### src/rtl/codeword_bit_counter.sv
// Bit-slot sequencer for one N-bit codeword: steps 0..N-1, flags message/parity
// phases, supports stall, abort, continuous framing and a completed-frame count.
//
// state | meaning
// IDLE  | waiting for start, count held at 0
// RUN   | stepping through codeword slots
module codeword_bit_counter #(
  parameter int N  = 31,
  parameter int K  = 21,
  parameter int FW = 8,
  localparam int W = $clog2(N)
) (
  input  logic          clk,
  input  logic          rst,
  input  logic          start_i,
  input  logic          stall_i,
  input  logic          abort_i,
  input  logic          continuous_i,
  output logic [W-1:0]  count_o,
  output logic          busy_o,
  output logic          msg_phase_o,
  output logic          par_phase_o,
  output logic          last_o,
  output logic          done_o,
  output logic          aborted_o,
  output logic [FW-1:0] frame_cnt_o
);

  localparam logic [0:0] IDLE = 1'b0;
  localparam logic [0:0] RUN  = 1'b1;

  localparam logic [W-1:0] LAST_CNT = W'(N - 1);
  // One extra bit so K == N (which may equal 2^W) still compares correctly.
  localparam logic [W:0]   K_CMP    = (W + 1)'(K);

  logic [0:0]    state_q, state_d;
  logic [W-1:0]  count_q, count_d;
  logic [FW-1:0] frame_q, frame_d;
  logic          done_q, done_d;
  logic          aborted_q, aborted_d;
  logic          in_msg;

  always_comb begin
    state_d   = state_q;
    count_d   = count_q;
    frame_d   = frame_q;
    done_d    = 1'b0;
    aborted_d = 1'b0;
    case (state_q)
      IDLE: begin
        count_d = '0;
        if (start_i && !abort_i) state_d = RUN;
      end
      RUN: begin
        if (abort_i) begin
          state_d   = IDLE;
          count_d   = '0;
          aborted_d = 1'b1;
        end else if (stall_i) begin
          count_d = count_q;
        end else if (count_q != LAST_CNT) begin
          count_d = count_q + W'(1);
        end else begin
          frame_d = frame_q + FW'(1);
          done_d  = 1'b1;
          count_d = '0;
          if (!continuous_i) state_d = IDLE;
        end
      end
      default: begin
        state_d = IDLE;
        count_d = '0;
      end
    endcase
  end

  always_ff @(posedge clk or posedge rst) begin
    if (rst) begin
      state_q   <= IDLE;
      count_q   <= '0;
      frame_q   <= '0;
      done_q    <= 1'b0;
      aborted_q <= 1'b0;
    end else begin
      state_q   <= state_d;
      count_q   <= count_d;
      frame_q   <= frame_d;
      done_q    <= done_d;
      aborted_q <= aborted_d;
    end
  end

  assign in_msg      = {1'b0, count_q} < K_CMP;
  assign busy_o      = (state_q == RUN);
  assign msg_phase_o = busy_o && in_msg;
  assign par_phase_o = busy_o && !in_msg;
  assign last_o      = busy_o && (count_q == LAST_CNT);
  assign count_o     = count_q;
  assign done_o      = done_q;
  assign aborted_o   = aborted_q;
  assign frame_cnt_o = frame_q;

endmodule

### config.mk
export PLATFORM = sky130hd
export DESIGN_NAME = codeword_bit_counter
export DESIGN_NICKNAME = d
export VERILOG_FILES = /design/src/rtl/codeword_bit_counter.sv
export SDC_FILE = /design/constraint.sdc
export NUM_CORES = 1
export LEC_CHECK = 0
export ABC_AREA = 1
export ABC_CLOCK_PERIOD_IN_PS = 3600
export CORE_UTILIZATION = 30
export CTS_CLUSTER_DIAMETER = 30
export DETAILED_ROUTE_END_ITERATION = 12
export SYNTH_ARGS = -nofsm -noshare
export SYNTH_HDL_FRONTEND = slang
export SYNTH_SLANG_ARGS = --single-unit
### constraint.sdc
create_clock -name clk -period 3.6 [get_ports clk]
set_input_delay 0.54 -clock clk [delete_from_list [all_inputs] [get_ports clk]]
set_output_delay 0.54 -clock clk [all_outputs]
set_load 0.05 [all_outputs]
After elaboration in Yosys (flattened, before gate mapping)
Cells that the tools add are included.

storage, ports and cells
  register bits after elaboration = 16
  input port bits = 6
  output and inout port bits = 19
  logic and storage cells = 38

operators by class
  add/subtract/negate cells = 2
  order comparisons = 1
  equality and inequality tests = 3
  muxes and demuxes = 16
  bitwise operators = 4
  reduce and logical (&&, ||, !) cells = 7

operators with widths
  cell                 number
  $mux 5               3
  $mux 1               11
  $pmux 5 s2           1
  $add 8x1->8 const B  1
  $add 5x1->5 const B  1
  $eq 5x5->1 const B   1
  $lt 5x5->1 const B   1
  $ne 5x5->1 const B   1
  $logic_and 1x1->1    4
  $not 1->1            4
  $reduce_and 4->1     1
  $ne 3x3->1 const B   1
  $logic_not 1->1      2
  $pmux 1 s2           1

Depth between registers and ports, before layout
  depth after elaboration = 5
  depth in mapped cells = 9
  mapped depth without buffers = 9

Worst setup path before layout
Ideal clock, no wire load.

  path type = reg2out
  start = register count_q[1] (netlist: count_o[1])
  end = output last_o
  arrival = 2.084 ns
  data required time = 3.060 ns
  setup slack = 0.976 ns
  stages on the path, launching flop included = 4
  buffers on the path = 0
  path through = dfrtp_1 > ha_1 > nand2_2 > nor3_1

on the way
  longest elaborated chain between the ends = 2

RTL lines
  element                 line  source
  from (decl)             37    logic [W-1:0] count_q, count_d;
  from (signal assigned)  86    count_q <= count_d;
  $eq 5x5->1              97    assign last_o = busy_o && (count_q == LAST_CNT);
  $logic_and 1x1->1       97
  to (decl)               23    output logic last_o,

No other way between the ends.

Final worst setup path
  start = register count_q[0] (netlist: count_o[0])
  end = output last_o

Same word-level chain as after synthesis.

==> results.yml <==
yosys:
  ys_warn_count: 0
  avgSynthCellArea_um2: 7.81
  synth-xor-area-share: 0.0401
  syn_area_um2: 875
  synth_seq_cells: 16
  synth_mux_area_frac: 0
  synth_top_family_by_area: "simple AND/OR/NAND/NOR gates"
  synth-simple-area-share: 0.306
  synth_seq_area_share: 0.458
  syn_inst: 112
  synth_nets: 121
  synth_top_cell_by_area: "dfrtp_1"
  yosys.area_share.adder: 0.0429
  synth-compound-area-share: 0.0787
  ys_top_cells_by_area: "dfrtp_1 46%, nand2_1 17%, inv_1 6.4%"
  netlist.area_leader.share: 0.458
  ys_types: 21
clocking:
  clkTransAtPathRegs_ps: 100
  cts.sinks: 16
  root_buffer: "clkbuf_4"
  post_cts_buffers: 0
  ctsHtreeMaxLevel: 1
  cts_resized: 0
  cts_tree: "built"
  clockBufferDepth: 2
  worstSkewPairLatency_ps: 290
  cts-hold-fix-buffers: 0
  cts_made_buffers: 3
pwr:
  p_leak_uw: 0.000591
  total_power_uw: 387
  p_int_uw: 272
  combinationalPowerShare: 0.180
  p_per_area_nw_per_um2: 325
  swShare: 0.298
  p_sw_uw: 115
  clkPwrFrac: 0.316
  p_seq_frac: 0.505
  peakVddDrop_mv: 0.239
floorplanning:
  initial_core_util: 0.317
  fp-row-count: 19
  core-area_um2: 2760
  design.die.area_um2: 3140
  dieWidth_um: 56.0
  pin_count: 25
  fp.dieH_um: 56.0
global_routing:
  track_usage: 0.127
  grt-ovfl-total: 0
  grt_max_degree: 17
  grt_first_pass_wirelength_um: 3120
  antenna_found_initial: 0
  grt_pass1_vias: 719
timing:
  fin_skew_ps: 6.94
  max_slew_margin: 0.575
  rsz0062_at_grt: "no"
  worstMarginPinSlew_ps: 637
  finalWorstSetupSlack_ps: 1020
  finalSetupViolCount: 0
  drv_slew: 0
  fin_setup_tns_ps: 0
  hold_viol: 0
  fmax_mhz: 388
  period_needed_ps: 2580
  whs_ps: 535
  min_period_over_period: 0.717
layout:
  syn_to_final_growth_pct: 36.1
  final_nets: 150
  post-route-util: 0.431
  drive_gt1_frac: 0.0857
  diodes: 0
drt:
  drcViolationCount: 0
  wl_per_cell_um: 10.7
  via_count: 801
  wl_um: 1820
  viasPerCell: 4.68
  ant_nets: 0
  drtIter0Drc: 15
  first_pass_iters: 4
critical_path:
  path_max_fanout: 6
  end_kind: "output port"
  crit_required_ps: 3060
  worstPathArrival_ps: 2040
  critical_path.startpoint_type: "register"
  critPathKind: "reg -> out"
run_status:
  status: "finished, final reports clean"
place:
  dp_hpwl_um: 1380
  numPortBuffers: 24
  pre_cts_ws_ps: 1370
  gp_congestion: 0.786
hold_path:
  hold_path.class: "reg -> reg"
flow_run:
  cap_violations: 0
power groups by stage:
stage | combinational, uW | sequential (uW) | clock (uW)
4_1_cts | 70.5 | 195 | 127
2_1_floorplan | 21.5 | 220 | 0
3_5_place_dp | 70.1 | 199 | 0
6_report | 69.6 | 195 | 122
5_1_grt | 74.5 | 197 | 134
3_3_place_gp | 68.9 | 197 | 0
metal layers:
metal,track usage,vias to the layer above,share of wire
li1,-,404,-
met1,0.167,370,0.47
met2,0.197,27,0.46
met3,0.0535,0,0.070
met4,0.0209,0,0
met5,0,-,0
area by class of cell:
type | instances | area, um^2
clock buffers | 4 | 36.3
inverters | 16 | 65.1
fillers | 282 | 1570
multi-input cells | 80 | 409
repair buffers | 24 | 240
well taps | 31 | 38.8
flip-flops and latches | 16 | 400
registers in the layout, summed over array words and instances, names as in the netlist:
name         count
count_o          5
busy_o           1
aborted_o        1
frame_cnt_o      8
done_o           1
worst max-delay path: stages (launching register included):
cell,delay (ps)
dfrtp_1,450
inv_1,90
ha_1,160
nand2_2,80
nor3_1,140
clkdlybuf4s50_1,830
kinds of logic after synthesis:
logic type	count (synthesis)
compound gates	12
xor+xnor	4
fa+ha+maj	3
buf+inv	16
flops	16
simple gates	61
cells in the mapped netlist:
library cell	instances
nand2_2	2
dfrtp_1	16
o21ai_1	2
o21ai_0	4
clkinv_4	1
a21oi_1	3
nand2_4	1
inv_1	15
xnor2_1	2
nor3_1	1
ha_1	3
nand3_1	7
nand2_1	40
nor2_4	1
o21bai_1	1
a21boi_0	1
nor2_2	2
xor2_1	2
nand3b_1	1
a31o_2	1
nor2_1	6
cells in the final DEF (no fill, tap or decap), types with 2 or more instances in the layout:
master and n:
nand2_1 40, clkdlybuf4s50_1 24, dfrtp_1 16, inv_1 15, nand3_1 7, nor2_1 6
o21ai_0 4, a21oi_1 3, ha_1 3, clkbuf_4 3, nor2_2 2, nand2_2 2
xor2_1 2, xnor2_1 2, o21ai_1 2
through the flow:
step                instance area [um^2]  std cells
finish                              1190        171
CTS                                 1190        171
global route                        1190        171
detailed placement                  1150        167
global placement                    1150        167
floorplan                            875        112
path summary, 6_finish.rpt:
check                      cells past startpoint  slack (ps)      startpoint              to
max                                            5        1020      count_o[0]          last_o
min                                            2         530  frame_cnt_o[6]  frame_cnt_o[6]
max reg2reg                                    7        2190      count_o[0]      count_o[0]
min reg2reg                                    2         530  frame_cnt_o[6]  frame_cnt_o[6]
max in group asynchronous                      2        2570             rst  frame_cnt_o[0]
min in group asynchronous                      2         620             rst      count_o[2]
Power figures use the tool's default switching activity.
